===== src/rtl/pacer_pkg.sv =====
// Types and constants shared by the pacemaker core and the synthetic heart model.
package pacer_pkg;

    localparam int RATE_W_DEFAULT = 8;
    localparam int COUNT_W        = 8;

    typedef enum logic [1:0] {
        FILL    = 2'd0,
        BEAT    = 2'd1,
        REFRACT = 2'd2
    } pacer_state_t;

endpackage


===== src/rtl/heart_tick_timer.sv =====
// Tick-gated up-counter with synchronous clear and a terminal-count compare.
module heart_tick_timer #(
    parameter int W = 8
) (
    input  logic         clk,
    input  logic         rst,
    input  logic         clr,
    input  logic         tick,
    input  logic [W-1:0] term,
    output logic         done
);

    logic [W-1:0] tcnt;
    logic [W:0]   tcnt_inc;

    assign tcnt_inc = {1'b0, tcnt} + (W+1)'(1);

    // >= rather than == so a terminal lowered below the running count fires
    // on the next tick instead of waiting for the counter to wrap.
    assign done = tick && (tcnt_inc >= {1'b0, term});

    always_ff @(posedge clk or posedge rst) begin
        if (rst) begin
            tcnt <= '0;
        end else if (clr) begin
            tcnt <= '0;
        end else if (tick) begin
            tcnt <= tcnt_inc[W-1:0];
        end
    end

endmodule


===== src/rtl/heart_emulator.sv =====
// Synthetic heart: intrinsic beats at a programmable interval, optional beat
// dropout, and capture of pacing pulses that restart the cardiac cycle.
//
//   state   | meaning
//   --------+-----------------------------------------------------------
//   FILL    | counting ticks toward the next intrinsic beat; pace accepted
//   BEAT    | beat_out high for PULSE_CYCLES clocks; ticks and pace ignored
//   REFRACT | counting REFRACT_TICKS ticks; pace ignored
module heart_emulator import pacer_pkg::*; #(
    parameter int RATE_W        = RATE_W_DEFAULT,
    parameter int PULSE_CYCLES  = 4,
    parameter int REFRACT_TICKS = 3
) (
    input  logic               clk,
    input  logic               rst,
    input  logic               tick,
    input  logic [RATE_W-1:0]  interval,
    input  logic               drop_en,
    input  logic [3:0]         drop_every,
    input  logic               pace_in,
    output logic               beat_out,
    output logic               capture,
    output logic               dropped,
    output logic [COUNT_W-1:0] beat_count,
    output logic [COUNT_W-1:0] pace_count
);

    localparam int PW = $clog2(PULSE_CYCLES + 1);

    pacer_state_t      state, state_nx;
    logic              pace_q;
    logic              pace_edge;
    logic [3:0]        dcnt, dcnt_nx;
    logic [3:0]        eff_n;
    logic [PW-1:0]     pcnt;
    logic [RATE_W-1:0] eff_interval;
    logic [RATE_W-1:0] term;
    logic              tmr_clr;
    logic              tmr_done;
    logic              cap_nx;
    logic              drop_nx;
    logic              beat_start;

    assign pace_edge    = pace_in && !pace_q;
    assign eff_interval = (interval == '0) ? RATE_W'(1) : interval;
    assign eff_n        = (drop_every < 4'd2) ? 4'd2 : drop_every;

    heart_tick_timer #(.W(RATE_W)) u_timer (
        .clk  (clk),
        .rst  (rst),
        .clr  (tmr_clr),
        .tick (tick),
        .term (term),
        .done (tmr_done)
    );

    always_comb begin
        state_nx   = state;
        dcnt_nx    = dcnt;
        tmr_clr    = 1'b0;
        cap_nx     = 1'b0;
        drop_nx    = 1'b0;
        beat_start = 1'b0;
        term       = eff_interval;
        case (state)
            FILL: begin
                // Pace wins over a coincident due tick and leaves dcnt alone.
                if (pace_edge) begin
                    cap_nx   = 1'b1;
                    state_nx = REFRACT;
                    tmr_clr  = 1'b1;
                end else if (tmr_done) begin
                    tmr_clr = 1'b1;
                    if (drop_en && (({1'b0, dcnt} + 5'd1) >= {1'b0, eff_n})) begin
                        dcnt_nx = '0;
                        drop_nx = 1'b1;
                    end else begin
                        state_nx   = BEAT;
                        beat_start = 1'b1;
                        dcnt_nx    = dcnt + 4'd1;
                    end
                end
            end
            BEAT: begin
                tmr_clr = 1'b1;
                if (pcnt == PW'(PULSE_CYCLES - 1)) begin
                    state_nx = REFRACT;
                end
            end
            REFRACT: begin
                term = RATE_W'(REFRACT_TICKS);
                if (tmr_done) begin
                    state_nx = FILL;
                    tmr_clr  = 1'b1;
                end
            end
            default: begin
                state_nx = FILL;
                tmr_clr  = 1'b1;
            end
        endcase
        if (!drop_en) begin
            dcnt_nx = '0;
        end
    end

    always_ff @(posedge clk or posedge rst) begin
        if (rst) begin
            state      <= FILL;
            pace_q     <= 1'b0;
            dcnt       <= '0;
            pcnt       <= '0;
            beat_out   <= 1'b0;
            capture    <= 1'b0;
            dropped    <= 1'b0;
            beat_count <= '0;
            pace_count <= '0;
        end else begin
            state    <= state_nx;
            pace_q   <= pace_in;
            dcnt     <= dcnt_nx;
            pcnt     <= (state == BEAT) ? pcnt + PW'(1) : '0;
            beat_out <= (state_nx == BEAT);
            capture  <= cap_nx;
            dropped  <= drop_nx;
            if (beat_start) begin
                beat_count <= beat_count + COUNT_W'(1);
            end
            if (cap_nx) begin
                pace_count <= pace_count + COUNT_W'(1);
            end
        end
    end

endmodule


===== config.mk =====
export PLATFORM = sky130hd
export DESIGN_NAME = heart_emulator
export DESIGN_NICKNAME = d
export VERILOG_FILES = /design/src/rtl/pacer_pkg.sv /design/src/rtl/heart_tick_timer.sv /design/src/rtl/heart_emulator.sv
export SDC_FILE = /design/constraint.sdc
export NUM_CORES = 1
export LEC_CHECK = 0
export CAP_MARGIN = 20
export CELL_PAD_IN_SITES_DETAIL_PLACEMENT = 1
export CELL_PAD_IN_SITES_GLOBAL_PLACEMENT = 1
export CORE_ASPECT_RATIO = 0.75
export CORE_MARGIN = 2
export CORE_UTILIZATION = 44
export DETAILED_ROUTE_END_ITERATION = 10
export PLACE_DENSITY_LB_ADDON = 0.1
export SETUP_SLACK_MARGIN = 0.1
export SYNTH_ARGS = -nofsm -noshare
export SYNTH_HDL_FRONTEND = slang
export SYNTH_HIERARCHICAL = 1
export SYNTH_SLANG_ARGS = --single-unit

===== constraint.sdc =====
create_clock -name clk -period 5.07 [get_ports clk]
set_clock_uncertainty 0.05 [all_clocks]
set_input_delay 1.014 -clock clk [delete_from_list [all_inputs] [get_ports clk]]
set_output_delay 1.014 -clock clk [all_outputs]
set_load 0.03 [all_outputs]

# Yosys cells after proc, flatten, opt, wreduce, memory -nomap -nowiden
# Cells that the tools add are included.
totals:
  wordCells: 64
  register_bits: 37
  input_bits: 17
op_classes:
  n_eq_ne: 7
  addsub: 6
  n_reduce_logical: 8
  muxes: 30
  n_lt_le_gt_ge: 3
op_table:
  columns: ["op", "count"]
  rows:
  - ["2-to-1 mux 8 bit", 4]
  - ["2-to-1 mux 4 bit", 6]
  - ["adder 8 x 1 -> 8 bit (second input constant)", 2]
  - ["2-to-1 mux 1 bit", 12]
  - ["2-to-1 mux 2 bit", 5]
  - ["adder 8 x 1 -> 9 bit (second input constant)", 1]
  - [">= comparator 9 x 8 -> 1 bit", 1]
  - ["logical NOT 8 bit", 1]
  - ["one-hot mux 2 bit (3 select lines)", 1]
  - ["adder 4 x 1 -> 5 bit (second input constant)", 1]
  - [">= comparator 5 x 4 -> 1 bit", 1]
  - ["adder 4 x 1 -> 4 bit (second input constant)", 1]
  - ["equality test 2 x 1 -> 1 bit (second input constant)", 2]
  - ["< comparator 4 x 2 -> 1 bit (second input constant)", 1]
  - ["!= test 2 x 1 -> 1 bit (second input constant)", 2]
  - ["adder 3 x 1 -> 3 bit (second input constant)", 1]
  - ["equality test 3 x 2 -> 1 bit (second input constant)", 1]
  - ["logical AND 1 bit", 3]
  - ["2-to-1 mux 3 bit", 1]
  - ["AND reduction 3 bit", 1]
  - ["equality test 2 bit (second input constant)", 1]
  - ["logical NOT 2 bit", 1]
  - ["!= test 2 bit (second input constant)", 1]
  - ["one-hot mux 1 bit (2 select lines)", 1]
  - ["2 further kinds", 2]

# Longest topological paths before layout
logic_depth:
  ltp_word: 9
  depth_mapped: 16

# Modules after synthesis
# Netlist, hierarchy kept.
by_module_without_submodules:
  columns: ["mod", "cells_each", "n_inst", "seq_area_each_um2", "area_each_um2"]
  rows:
  - ["heart_emulator", 131, 1, 725.7, 1461.4]
  - ["heart_tick_timer", 78, 1, 200.2, 673.1]

# Worst setup path after synthesis
# Ideal clock, no wire load.
synth_timing:
  kind: "input to register"
  startpoint: "input port interval[4]"
  endpoint: "register beat_count[4]"
  arrival_ps: 3003
  path_stages: 14
  setup_slack_ps: 1882
  setup_time_ps: 135
  cell_sequence: "nor4_1 nand2_1 nand3b_1 ha_1 nor2b_1 o21ai_0 nand4_1 a31oi_1 nor3b_2 o211ai_1 a31oi_1 buf_2 nand4_1 xnor2_1"
synth_via:
  elab_chain_cells: 8
synth_rtl:
  columns: ["element", "line", "source"]
  rows:
  - ["start, declared", "heart_emulator.sv:17", "input logic [RATE_W-1:0] interval,"]
  - ["logical NOT 8 bit", "heart_emulator.sv:45", "assign eff_interval = (interval == '0) ? RATE_W'(1) : interval;"]
  - ["2-to-1 mux 8 bit", "heart_emulator.sv:45", null]
  - ["2-to-1 mux 8 bit", "heart_emulator.sv:65", "case (state)"]
  - ["named net term[0]", "heart_emulator.sv:37", "logic [RATE_W-1:0] term;"]
  - [">= comparator 9 x 8 -> 1 bit", "heart_tick_timer.sv:20", "assign done = tick && (tcnt_inc >= {1'b0, term});"]
  - ["logical AND 1 bit", "heart_tick_timer.sv:20", null]
  - ["named net tmr_done", "heart_emulator.sv:39", "logic tmr_done;"]
  - ["2-to-1 mux 1 bit", "heart_emulator.sv:72", "end else if (tmr_done) begin"]
  - ["2-to-1 mux 1 bit", "heart_emulator.sv:68", "if (pace_edge) begin"]
  - ["2-to-1 mux 1 bit", "heart_emulator.sv:65", null]
  - ["end signal, assigned", "heart_emulator.sv:127", "beat_count <= beat_count + COUNT_W'(1);"]
  - ["end, declared", "heart_emulator.sv:24", "output logic [COUNT_W-1:0] beat_count,"]
# The timed path passes the listed nets, and every way through them passes these cells.
# A chain may end at the register's enable or synchronous reset.

# Worst setup path after layout
layout_timing:
  startpoint: "input port interval[4]"
  endpoint: "register beat_count[1]"
# Same word-level chain as after synthesis.

==> flow_summary.yaml <==
die:
  initial_core_util_pct: 46.7
  core_area_sq_mm: 0.00457
  die_x_um: 84.4
  io_pins: 36
  die_y_um: 64.3
  row_count: 21
  die_area_sq_mm: 0.00543
critical_path:
  crit_end: "beat_count[1]$_DFFE_PP0P_"
  startpoint: "interval[4]"
  start_kind: "input pin"
  slowest_delay_ns: 0.42
  critPathBufInv: 2
  required_ns: 5.20
  cp_num_cells: 14
  r2r_setup_slack_ns: 1.63
  timing.rr.end: "beat_count[1]$_DFFE_PP0P_"
  cp-end-kind: "flop"
  arrival_ns: 3.67
  crit_slowest_cell: "clkdlybuf4s50_1"
  cpMostUsedCell: "a31oi_1"
  critical_path.top_delay_family: "simple AND/OR/NAND/NOR gates"
  ff2ff_path_depth: 14
  reg2reg_from: "u_timer/tcnt[0]$_DFFE_PP0P_"
  crit_path_max_fanout: 13
  critPathKind: "in -> reg"
  crit_chain: "clkdlybuf4s50_1, nor4_1, nand2_1, nand3b_1, ha_1, nor2b_1, o21ai_0, nand4_1, a31oi_1, nor3b_2, o211ai_1, a31oi_1, buf_4, mux2_2"
global_route:
  grt_pass1_vias: 1747
  grt_max_degree: 30
  grt.total_usage_pct: 19.7
  grt_pass1_wl_um: 8470
  antenna_found_initial: 0
  gr-total-overflow: 0
clocking:
  cts_buffer_depth: 2
  cts_tree: "yes"
  cts_buffers: 5
  cts_resized: 0
  postCtsHoldBufs: 0
  post_cts_buffers: 0
  cts_sinks: 37
  clkTransAtPathRegs_ns: 0.08
  h-tree-depth: 2
  insertion_delay_ns: 0.29
  root_buffer: "clkbuf_8"
finish:
  drive_gt1_share_pct: 7.63
  num-nets-final: 283
  antenna_cells: 0
  final-instance-count-excl-fill: 306
  nFillCells: 504
  synthToLayoutAreaGrowth_pct: 26.1
route:
  ant_nets: 0
  wl_um: 4900
  viasPerCell: 5.19
  drt_iter0_markers: 41
  drcViolationCount: 0
  drt-pass1-iter-count: 4
  vias: 1588
  routedWlPerCell_um: 16.0
logic_synthesis:
  synthArstFlopShare_pct: 100
  synth_top_cell_area_share_pct: 43.4
  synth-seq-cells: 37
  synth.most_common_cell: "dfrtp_1"
  syn_area_per_cell_sq_um: 10.2
  syn_nets: 244
  synth_cells: 209
  synth-seq-area-share_pct: 43.4
  yosys_warnings: 6
  synth_area_leaders: "dfrtp_1 (43%), ha_1 (11%), xnor2_1 (6.6%)"
  synth-edff-count: 0
  ys.flop_type: "dfrtp_1"
  ys_types: 41
  netlist_area_sq_mm: 0.00213
  synth_top_cell_by_area: "dfrtp_1"
  synth_common_cells: "dfrtp_1 (37), ha_1 (18), inv_1 (16), nand2_1 (16), xnor2_1 (16)"
placement:
  dp.cells: 297
  hpwlAfterDp_um: 3640
  portBuffers: 35
  place_congestion: 0.775
run_status:
  status: "finished, final reports clean"
flow_run:
  cap_violations: 0
sta:
  drv_slew: 0
  timing.final.crit_share_pct: 69.9
  slew_headroom_pct: 64.2
  max_freq_mhz: 282
  tightest_slew_ns: 0.535
  final.setup.tns_ns: 0
  final-hold-violation-count: 0
  period_needed_ns: 3.55
  setup_viol: 0
  rsz0062_at_grt: "false"
power_and_ir_drop:
  finalPower_uw: 1160
  peakVddDrop_uv: 274
  power_leakage_uw: 0.00124
  p_per_area_mw_per_mm2: 429
worst_hold_path:
  hold_path_class: "reg -> reg"
through the flow:
| stage | area (sq um) | hold slack (ns) | utilization (%) | setup slack [ns] |
|---|---|---|---|---|
| 2_1_floorplan | 2130 | 0.360 | - | 1.88 |
| 3_5_place_dp | 2530 | 0.400 | 55.4 | 1.26 |
| 6_report | 2690 | 0.422 | 58.9 | 1.52 |
| 4_1_cts | 2670 | 0.423 | 58.3 | 1.53 |
| 5_1_grt | 2690 | 0.452 | 58.9 | 1.33 |
| 3_3_place_gp | 2530 | 0.369 | 55.4 | 1.41 |
sequential cells by signal (all words and copies together) (netlist names):
register      count
beat_count        8
pace_count        8
u_timer/tcnt      8
dcnt              4
pcnt              3
state             2
beat_out          1
capture           1
dropped           1
pace_q            1
report_power, final:
part           total, uW  internal (uW)  switching, uW
Combinational        426            190            236
Clock                301            195            106
Sequential           428            351           76.2
Total               1160            737            418
cell type report:
class	instances	area (sq um)	share of cell area, %
clock inverter	3	65.1	2.42
tap	57	71.3	2.65
inverter	16	60.1	2.23
clock buffer	5	68.8	2.56
timing repair buffer	37	385	14.3
sequential	37	926	34.4
multi-input combinational	151	1120	41.4
placed cells by master (no fill, tap or decap), types with 3 or more instances in the layout:
master           count
a31oi_1              3
a21oi_1              8
dfrtp_1             37
nand4_1              7
clkbuf_8             5
xor2_1              13
nand3_1              6
ha_1                18
nand2b_1             5
nor2_1              15
clkdlybuf4s50_1     35
xnor2_1             16
and2_1               7
o21ai_0              5
and3_1               5
nand2_1             16
inv_1               16
worst min-delay path by stage:
stage / start / end / slack, ns / depth (start not counted)
final: beat_count[7]$_DFFE_PP0P_ / beat_count[7]$_DFFE_PP0P_ / 0.42 / 1
after global placement: pcnt[0]$_DFF_PP0_ / pcnt[0]$_DFF_PP0_ / 0.37 / 1
after detailed placement: pcnt[0]$_DFF_PP0_ / pcnt[0]$_DFF_PP0_ / 0.40 / 1
after CTS: pcnt[0]$_DFF_PP0_ / pcnt[0]$_DFF_PP0_ / 0.42 / 1
after floorplan: pcnt[0]$_DFF_PP0_ / pcnt[0]$_DFF_PP0_ / 0.36 / 1
after global routing: pcnt[0]$_DFF_PP0_ / pcnt[0]$_DFF_PP0_ / 0.45 / 1
cells by family after synthesis:
group / synth area share, %
multiplexers: 1.99
AO/OA/AOI/OAI: 6.51
adder cells (fa/ha/maj): 10.6
flip-flops: 43.4
buffers and inverters: 4.34
AND/OR/NAND/NOR: 21.3
XOR/XNOR: 11.9
layer usage:
| layer | vias up | track usage, % | wire, um |
|---|---|---|---|
| li1 | 789 | - | - |
| met2 | 29 | 32.9 | 2290 |
| met4 | 0 | 4.76 | 26 |
| met5 | - | 0 | 0 |
| met3 | 2 | 5.17 | 216 |
| met1 | 768 | 25.7 | 2370 |
No activity file was read; power rests on OpenSTA's default activity.
